===== src/rtl/core_ifu_ibuf_if.sv =====
// Fetch-side bundle for core_ifu_ibuf: memory request/response channel plus the
// {inst, pc} valid/ready channel towards the IFU. master = the fetch buffer.
interface core_ifu_ibuf_if #(
  parameter int PC_WIDTH   = 32,
  parameter int INST_WIDTH = 32
);
  logic                  mem_req_valid;
  logic                  mem_req_ready;
  logic [PC_WIDTH-1:0]   mem_req_addr;
  logic                  mem_rsp_valid;
  logic [INST_WIDTH-1:0] mem_rsp_data;
  logic                  valid_out;
  logic                  ready_out;
  logic [INST_WIDTH-1:0] o_inst;
  logic [PC_WIDTH-1:0]   o_pc;

  modport master (
    output mem_req_valid, mem_req_addr, valid_out, o_inst, o_pc,
    input  mem_req_ready, mem_rsp_valid, mem_rsp_data, ready_out
  );

  modport slave (
    input  mem_req_valid, mem_req_addr, valid_out, o_inst, o_pc,
    output mem_req_ready, mem_rsp_valid, mem_rsp_data, ready_out
  );
endinterface


===== src/rtl/core_ifu_ibuf.sv =====
// Instruction fetch buffer: sequential PC, in-order memory requests, PC-tagged FIFO.
// Optional same-cycle response bypass to the IFU under `define CORE_IBUF_BYPASS_EN.
module core_ifu_ibuf #(
  parameter int                  IBUF_DEPTH      = 4,
  parameter int                  MAX_OUTSTANDING = 2,
  parameter int                  PC_WIDTH        = 32,
  parameter int                  INST_WIDTH      = 32,
  parameter logic [PC_WIDTH-1:0] RESET_PC        = 32'h8000_0000
) (
  input  logic                clk,
  input  logic                rst_n,
  input  logic                i_pipe_flush_req,
  input  logic [PC_WIDTH-1:0] i_flush_pc,
  core_ifu_ibuf_if.master     bus
);

  localparam int PTR_W = $clog2(IBUF_DEPTH);
  localparam int CNT_W = $clog2(IBUF_DEPTH + 1);
  localparam int TQ_W  = (MAX_OUTSTANDING > 1) ? $clog2(MAX_OUTSTANDING) : 1;
  localparam int OUT_W = $clog2(MAX_OUTSTANDING + 1);
  localparam int DS_W  = OUT_W + 1;
  localparam int SUM_W = ((CNT_W > OUT_W) ? CNT_W : OUT_W) + 1;

  // fetch state
  logic [PC_WIDTH-1:0]   r_fetch_pc;
  logic [OUT_W-1:0]      r_outst;
  logic [OUT_W-1:0]      r_discard;

  // instruction FIFO
  logic [INST_WIDTH-1:0] r_inst [IBUF_DEPTH];
  logic [PC_WIDTH-1:0]   r_pc   [IBUF_DEPTH];
  logic [PTR_W-1:0]      r_wptr;
  logic [PTR_W-1:0]      r_rptr;
  logic [CNT_W-1:0]      r_count;

  // PC tags of accepted-but-unanswered requests, oldest at r_tq_rd
  logic [PC_WIDTH-1:0]   r_tag [MAX_OUTSTANDING];
  logic [TQ_W-1:0]       r_tq_wr;
  logic [TQ_W-1:0]       r_tq_rd;

  logic                  w_flush;
  logic                  w_req_valid;
  logic                  w_req_acc;
  logic                  w_rsp_take;
  logic                  w_rsp_stale;
  logic                  w_push;
  logic                  w_pop;
  logic                  w_fifo_nempty;
  logic [PC_WIDTH-1:0]   w_head_tag;
  logic [SUM_W-1:0]      w_inflight;
  logic [DS_W-1:0]       w_dis_sum;
  logic [OUT_W-1:0]      w_dis_flush;

  function automatic logic [TQ_W-1:0] tq_inc(input logic [TQ_W-1:0] p);
    return (p == TQ_W'(MAX_OUTSTANDING - 1)) ? '0 : p + TQ_W'(1);
  endfunction

  assign w_flush       = i_pipe_flush_req;
  assign w_fifo_nempty = (r_count != '0);
  assign w_head_tag    = r_tag[r_tq_rd];

  // Every request reserves a FIFO slot, so a response can always be written.
  assign w_inflight  = SUM_W'(r_count) + SUM_W'(r_outst);
  assign w_req_valid = rst_n && !w_flush && (r_discard == '0)
                       && (r_outst < OUT_W'(MAX_OUTSTANDING))
                       && (w_inflight < SUM_W'(IBUF_DEPTH));
  assign w_req_acc   = w_req_valid && bus.mem_req_ready;

  assign w_rsp_stale = bus.mem_rsp_valid && (r_discard != '0);
  assign w_rsp_take  = bus.mem_rsp_valid && (r_discard == '0) && !w_flush;

  // Stale responses still owed after a flush: older discards plus everything in flight,
  // minus the response (of either kind) landing in the flush cycle.
  assign w_dis_sum   = DS_W'(r_discard) + DS_W'(r_outst);
  assign w_dis_flush = (bus.mem_rsp_valid && (w_dis_sum != '0))
                       ? OUT_W'(w_dis_sum - DS_W'(1)) : OUT_W'(w_dis_sum);

  always_comb begin
    bus.mem_req_valid = w_req_valid;
    bus.mem_req_addr  = r_fetch_pc;
    bus.valid_out     = w_fifo_nempty;
    bus.o_inst        = r_inst[r_rptr];
    bus.o_pc          = r_pc[r_rptr];
    w_push            = w_rsp_take;
    w_pop             = w_fifo_nempty && bus.ready_out && !w_flush;
`ifdef CORE_IBUF_BYPASS_EN
    // Empty FIFO: hand the response straight to the IFU; store it only if not taken.
    if (!w_fifo_nempty && w_rsp_take) begin
      bus.valid_out = 1'b1;
      bus.o_inst    = bus.mem_rsp_data;
      bus.o_pc      = w_head_tag;
      w_push        = !bus.ready_out;
    end
`endif
  end

  always_ff @(posedge clk or negedge rst_n) begin
    if (!rst_n) begin
      r_fetch_pc <= RESET_PC;
      r_outst    <= '0;
      r_discard  <= '0;
    end else if (w_flush) begin
      r_fetch_pc <= {i_flush_pc[PC_WIDTH-1:2], 2'b00};
      r_outst    <= '0;
      r_discard  <= w_dis_flush;
    end else begin
      if (w_req_acc)
        r_fetch_pc <= r_fetch_pc + PC_WIDTH'(4);
      r_outst <= r_outst + OUT_W'(w_req_acc) - OUT_W'(w_rsp_take);
      if (w_rsp_stale)
        r_discard <= r_discard - OUT_W'(1);
    end
  end

  always_ff @(posedge clk or negedge rst_n) begin
    if (!rst_n) begin
      r_tq_wr <= '0;
      r_tq_rd <= '0;
      for (int i = 0; i < MAX_OUTSTANDING; i++)
        r_tag[i] <= '0;
    end else if (w_flush) begin
      r_tq_wr <= '0;
      r_tq_rd <= '0;
    end else begin
      if (w_req_acc) begin
        r_tag[r_tq_wr] <= r_fetch_pc;
        r_tq_wr        <= tq_inc(r_tq_wr);
      end
      if (w_rsp_take)
        r_tq_rd <= tq_inc(r_tq_rd);
    end
  end

  always_ff @(posedge clk or negedge rst_n) begin
    if (!rst_n) begin
      r_wptr  <= '0;
      r_rptr  <= '0;
      r_count <= '0;
      for (int i = 0; i < IBUF_DEPTH; i++) begin
        r_inst[i] <= '0;
        r_pc[i]   <= '0;
      end
    end else if (w_flush) begin
      r_wptr  <= '0;
      r_rptr  <= '0;
      r_count <= '0;
    end else begin
      if (w_push) begin
        r_inst[r_wptr] <= bus.mem_rsp_data;
        r_pc[r_wptr]   <= w_head_tag;
        r_wptr         <= r_wptr + PTR_W'(1);
      end
      if (w_pop)
        r_rptr <= r_rptr + PTR_W'(1);
      r_count <= r_count + CNT_W'(w_push) - CNT_W'(w_pop);
    end
  end

endmodule


===== src/flat_wrapper.sv =====
// flat-port wrapper written by rule: the top's interface ports become plain ports
module core_ifu_ibuf_flat 
#(
  parameter int                  IBUF_DEPTH      = 4,
  parameter int                  MAX_OUTSTANDING = 2,
  parameter int                  PC_WIDTH        = 32,
  parameter int                  INST_WIDTH      = 32,
  parameter logic [PC_WIDTH-1:0] RESET_PC        = 32'h8000_0000
)
  (clk, rst_n, i_pipe_flush_req, i_flush_pc, bus_mem_req_valid, bus_mem_req_addr, bus_valid_out, bus_o_inst, bus_o_pc, bus_mem_req_ready, bus_mem_rsp_valid, bus_mem_rsp_data, bus_ready_out);
  core_ifu_ibuf_if #(.PC_WIDTH(PC_WIDTH), .INST_WIDTH(INST_WIDTH)) bus_i ();
  input  logic clk;
  input  logic rst_n;
  input  logic i_pipe_flush_req;
  input  logic [PC_WIDTH-1:0] i_flush_pc;
  output wire logic [$bits(bus_i.mem_req_valid)-1:0] bus_mem_req_valid;
  output wire logic [$bits(bus_i.mem_req_addr)-1:0] bus_mem_req_addr;
  output wire logic [$bits(bus_i.valid_out)-1:0] bus_valid_out;
  output wire logic [$bits(bus_i.o_inst)-1:0] bus_o_inst;
  output wire logic [$bits(bus_i.o_pc)-1:0] bus_o_pc;
  input wire logic [$bits(bus_i.mem_req_ready)-1:0] bus_mem_req_ready;
  input wire logic [$bits(bus_i.mem_rsp_valid)-1:0] bus_mem_rsp_valid;
  input wire logic [$bits(bus_i.mem_rsp_data)-1:0] bus_mem_rsp_data;
  input wire logic [$bits(bus_i.ready_out)-1:0] bus_ready_out;
  assign bus_mem_req_valid = bus_i.mem_req_valid;
  assign bus_mem_req_addr = bus_i.mem_req_addr;
  assign bus_valid_out = bus_i.valid_out;
  assign bus_o_inst = bus_i.o_inst;
  assign bus_o_pc = bus_i.o_pc;
  assign bus_i.mem_req_ready = bus_mem_req_ready;
  assign bus_i.mem_rsp_valid = bus_mem_rsp_valid;
  assign bus_i.mem_rsp_data = bus_mem_rsp_data;
  assign bus_i.ready_out = bus_ready_out;
  core_ifu_ibuf #(.IBUF_DEPTH(IBUF_DEPTH), .MAX_OUTSTANDING(MAX_OUTSTANDING), .PC_WIDTH(PC_WIDTH), .INST_WIDTH(INST_WIDTH), .RESET_PC(RESET_PC)) u_core (.clk(clk), .rst_n(rst_n), .i_pipe_flush_req(i_pipe_flush_req), .i_flush_pc(i_flush_pc), .bus(bus_i));
endmodule

===== config.mk =====
export PLATFORM = sky130hd
export DESIGN_NAME = core_ifu_ibuf_flat
export DESIGN_NICKNAME = d
export VERILOG_FILES = /design/src/rtl/core_ifu_ibuf_if.sv /design/src/rtl/core_ifu_ibuf.sv /design/src/flat_wrapper.sv
export SDC_FILE = /design/constraint.sdc
export NUM_CORES = 1
export LEC_CHECK = 0
export ABC_CLOCK_PERIOD_IN_PS = 2050
export CAP_MARGIN = 0
export CORE_ASPECT_RATIO = 1.1
export CORE_MARGIN = 8
export CORE_UTILIZATION = 50
export DETAILED_ROUTE_END_ITERATION = 7
export PLACE_DENSITY = 0.75
export SKIP_LAST_GASP = 1
export SYNTH_ARGS = -nofsm -noshare
export SYNTH_HDL_FRONTEND = slang
export SYNTH_SLANG_ARGS = --single-unit

===== constraint.sdc =====
create_clock -name clk -period 2.05 [get_ports clk]
set_input_delay 0.615 -clock clk [delete_from_list [all_inputs] [get_ports clk]]
set_output_delay 0.615 -clock clk [all_outputs]
set_load 0.01 [all_outputs]

[After elaboration in Yosys (flattened, before gate mapping)]
Cells that the tools add are included.
Operators by class
  magnitude comparators: 8
  $add $sub $neg: 13
  muxes and demuxes: 33
  bitwise gates (word level): 5
  reductions and logical operators: 24
Operator list (number)
  $mux 32: 11
  $bwmux 128: 2
  $bmux 32 s2: 2
  $bwmux 64: 1
  $demux 32 s2: 1
  $add 32x3->32 const B: 1
  $demux 32 s1: 1
  $mux 2: 8
  $logic_and 1x1->1: 13
  $reduce_bool 2->1: 5
  $ge 3x3->1 const B: 2
  $mux 1: 6
  $not 2->3: 2
  $reduce_bool 3->1: 2
  $add 2x1->2 const B: 2
  $add 3x2->4: 1
  $ge 2x2->1 const B: 2
  $lt 4x3->1 const B: 1
  $not 1->2: 2
  $reduce_and 2->1: 2
  $sub 2x1->2 const B: 2
  $add 2x2->3: 1
  $add 3x1->3: 1
  $lt 3x1->1 const B: 1
  10 further kinds: 11
Storage, ports and cells
  input port bits: 70
  output and inout port bits: 98
  bits in registers: 365
  word-level logic and storage cells: 101

[Logic depth before layout (Yosys ltp)]
Gate-level depths: netlist (run 1).
  depth after elaboration: 9
  mapped depth: 11
  mapped depth without buffers: 11

[Least setup slack after synthesis (run 1)]
No wires, ideal clock.
  kind: input to register
  from: input port i_pipe_flush_req
  to: register u_core.r_count[2]
  library setup time: 0.132 ns
  path buffers: 2
  arrival time: 2.408 ns
  data required time: 1.918 ns
  setup slack: -0.490 ns
  cell stages on the path: 11
  cells stage by stage: clkbuf_1 -> buf_1 -> nor2_1 -> ha_1 -> inv_1 -> ha_1 -> inv_1 -> fa_1 -> xor2_1 -> xnor2_1 -> nor2_1
Between the ends
  cells in the longest elaborated chain, start to end: 5
  elaborated cells between the ends (all ways): 6
  those cells by class: add/sub: 2; mux: 1; reduce/logical: 3
Ends and longest elaborated chain
  from (decl): RTL line flat_wrapper.sv:14  | input logic i_pipe_flush_req;
  $logic_not 1->1: RTL line core_ifu_ibuf.sv:70, core_ifu_ibuf.sv:85
  $logic_and 1x1->1: RTL line core_ifu_ibuf.sv:70  | assign w_rsp_take = bus.mem_rsp_valid && (r_discard == '0) && !w_flush;
  $add 3x1->3: RTL line core_ifu_ibuf.sv:155  | r_count <= r_count + CNT_W'(w_push) - CNT_W'(w_pop);
  $sub 3x1->3: RTL line core_ifu_ibuf.sv:155
  $mux 3 (*): RTL line core_ifu_ibuf.sv:143  | end else if (w_flush) begin
  to (signal assigned): RTL line core_ifu_ibuf.sv:155
  to (decl): RTL line core_ifu_ibuf.sv:34  | logic [CNT_W-1:0] r_count;
Mark *: on every way between the ends. The rest lies on a longest branch, timed or not.
A chain may end at the register's enable or synchronous reset.

[Final worst setup path (run 1)]
  from: register u_core.r_rptr[0]
  to: output port bus_o_pc[15]
Between the ends
  cells in the longest elaborated chain, start to end: 4
Ends and longest elaborated chain
  from (decl): RTL line core_ifu_ibuf.sv:33  | logic [PTR_W-1:0] r_rptr;
  from (signal assigned): RTL line core_ifu_ibuf.sv:154  | r_rptr <= r_rptr + PTR_W'(1);
  $not 2->3 (not written as such): RTL line core_ifu_ibuf.sv:83  | bus.o_pc = r_pc[r_rptr];
  $bmux 32 s2: RTL line core_ifu_ibuf.sv:83
  $mux 32 (not written as such) (2 in a row): RTL line core_ifu_ibuf.sv:83
  to (decl): RTL line flat_wrapper.sv:20  | output wire logic [$bits(bus_i.o_pc)-1:0] bus_o_pc;
Every way passes these cells. The select of a mux whose other input is x is not followed.

==> results of run 1 <==
==> routing by layer <==
layer  up-vias  part of all wire  GRT usage
met3        96             0.061     0.0500
met4         0             0.030     0.0758
met5         -                 0          0
li1       4846                 -          -
met1      5680              0.41      0.285
met2       411              0.50      0.360
==> what timing repair did <==
item / 4_1_cts / 5_1_grt
buffers inserted: 41 / 23
endpoints found under the hold margin: 0 / 0
setup endpoints to repair: 174 / 165
pin swaps: 31 / 35
gates resized for setup: 460 / 134
gates cloned: 15 / 2
==> final cells by class <==
type	count	area [um^2]
timing repair buffer	314	3640
inverter	19	83.8
tap	414	518
fill	1968	9170
clock buffer	53	1120
multi-input combinational	753	7010
sequential	351	8820
clock inverter	15	235
==> path summary, 6_finish.rpt <==
path	from	end	slack [ps]	cells after the start
setup / recovery	u_core.r_rptr[0]	bus_o_pc[15]	-630	5
hold / removal	rst_n	u_core.r_tag[61]	110	2
setup reg to reg	u_core.r_count[1]	u_core.bus.mem_req_addr[28]	-390	15
hold reg to reg	u_core.r_pc[10]	u_core.r_pc[10]	480	2
max in group asynchronous	rst_n	u_core.r_inst[12]	560	3
min in group clk	u_core.r_pc[10]	u_core.r_pc[10]	480	2
==> critical path, cell delays in order, from the launching register on <==
cell and delay, ps:
dfrtp_4 520, buf_6 140, buf_6 130, buf_16 140, mux4_2 460, buf_6 150
==> state kept, by name, summed over array words and instances, names as in the netlist <==
| register | flops |
|---|---|
| u_core.r_inst | 128 |
| u_core.r_tq_rd | 1 |
| u_core.r_rptr | 2 |
| u_core.r_wptr | 2 |
| u_core.r_tag | 60 |
| u_core.r_outst | 2 |
| u_core.r_tq_wr | 1 |
| u_core.r_count | 3 |
| u_core.bus.mem_req_addr | 30 |
| u_core.r_discard | 2 |
| u_core.r_pc | 120 |
==> cell usage in the layout (no fill, tap or decap), drive strengths merged, types with 20 or more instances in the layout <==
cell           netlist  layout
inv                 19      20
dlygate4sd2          0      27
clkdlybuf4s50        0      65
nand2              170     170
mux4                62      62
clkbuf              47      55
dfrtp              350     350
mux2i               32      32
o21ai              152     152
mux2               182     182
buf                 35     216
==> power groups by stage <==
stage               clock [mW]  sequential, mW  combinational (mW)
floorplan                    0            9.26                4.35
global placement             0            9.42                7.49
detailed placement           0            9.54                7.66
CTS                       7.44            9.42                8.61
global route              7.80            9.70                9.84
finish                    7.40            9.52                9.20
==> stage by stage <==
| stage | power, mW | hold slack [ps] | std cells | setup TNS, ps | setup WS [ps] |
|---|---|---|---|---|---|
| 2_1_floorplan | 13.6 | 319 | 1205 | -203 | -167 |
| 3_3_place_gp | 16.9 | 456 | 1785 | -68220 | -547 |
| 3_5_place_dp | 17.2 | 466 | 1785 | -73990 | -507 |
| 4_1_cts | 25.5 | 112 | 1908 | -52170 | -653 |
| 5_1_grt | 27.3 | 117 | 1919 | -68270 | -675 |
| 6_report | 26.1 | 113 | 1919 | -57510 | -625 |
==> cells by family after synthesis <==
logic type,Yosys count,synth area share
adders and majority gates,15,0.0130
buffers and inverters,101,0.0279
DFF,351,0.564
other,1,0.000241
and+or+nand+nor,255,0.0775
AOI/OAI and AO/OA,180,0.0619
muxes,276,0.242
xor gates and xnor gates,23,0.0129
==> flow_summary.toml, run 1 <==
[run_status]
outcome = "finished, violations left"
violations = "negative setup slack"

[global_route]
antenna_found_initial = 0
grt_max_degree = 129
gr-total-overflow = 0
grt_use_total = 0.220
grt_pass1_wl_um = 65100
grt_pass1_vias = 11600

[cells_and_area]
area_growth_pct = 37.7
fin_area_um2 = 21400
final_util = 0.700
n_antenna_cell = 0
num-nets-final = 1562
drive_above_1_share = 0.415

[die]
die_w_um = 184
die_area_um2 = 37000
die_height_um = 201
coreArea_um2 = 30600
floorplan.initialDensity = 0.509
rows = 67
pin_count = 168

[run]
drv_cap = 0

[clock_network]
insertion_delay_ps = 520
clock-root-buffer = "clkbuf_16"
clk_path_buf_depth = 3
cts_made_buffers = 38
h-tree-depth = 2
cts_hold_buf = 0
cts_sinks = 351
cts.clk_slew.worst_paths_ps = 60
cts_tree = "built"

[yosys]
synth_edf_count = 0
async_flop_share = 1.00
synth_cells = 1202
syn-cell-area_um2 = 15600
yosys-top-cells-count = "dfrtp_1, mux2_2, nand2_1, o21ai_0, mux4_2"
yosysMostFrequentCell = "dfrtp_1"
syn_area_per_cell_um2 = 12.9
synth_flop_cell = "dfrtp_1"
synth_seq_cells = 351
yosysUniqueCellTypes = 52
yosysWarnings = 0
synth_top_cell_by_area = "dfrtp_1"
synth_top_area_share = 0.563
synth.area.top_cells = "dfrtp_1, mux2_2, mux4_2"
ys_seq_area_frac = 0.564

[pwr]
combPwrFrac = 0.352
p_int_mw = 18.5
p_leak_nw = 9.86
pwr-share-seq = 0.364
clockPowerShare = 0.283
p_sw_mw = 7.65
switching_share = 0.293
worst_ir_drop_vdd_uv = 629
p_per_area_nw_per_um2 = 1220

[sta]
max_freq_mhz = 374
slew_headroom = 0.300
fin_skew_ps = 19.7
rsz0062_at_grt = "yes"
drv_slew = 0
finalHoldViolations = 0
period_share = 1.30
tightest_slew_ps = 1050
fin_ws_ps = -625
fin_crit_ps = 2680
setup_viol = 159

[setup_path]
cp-end-kind = "primary output"
cp-start-kind = "register"
crit_required_ps = 1430
path_max_fanout = 6
critical_path_class = "reg -> out"
worstPathArrival_ps = 2060

[placed_design]
place_congestion = 0.809
hpwlAfterDp_um = 23600
io_buffers = 161
post_dp_cell_area_um2 = 18300

[detailed_routing]
drc = 0
wl_um = 42500
num_vias = 11000
first_pass_iters = 5
drtAntennaViolNets = 0
vias_per_cell = 5.75
drt-initial-drc-count = 773
routedWlPerCell_um = 22.2

[worst_hold_path]
hp-class = "in -> async"
Note: power is estimated with default switching activity, not from simulation.
==> inputs of run 2 (changes only) <==
Settings changed: CTS_CLUSTER_SIZE from default to 30.
==> results of run 2 <==
No change in the layout: final DEF, timing and power equal those of run 1.
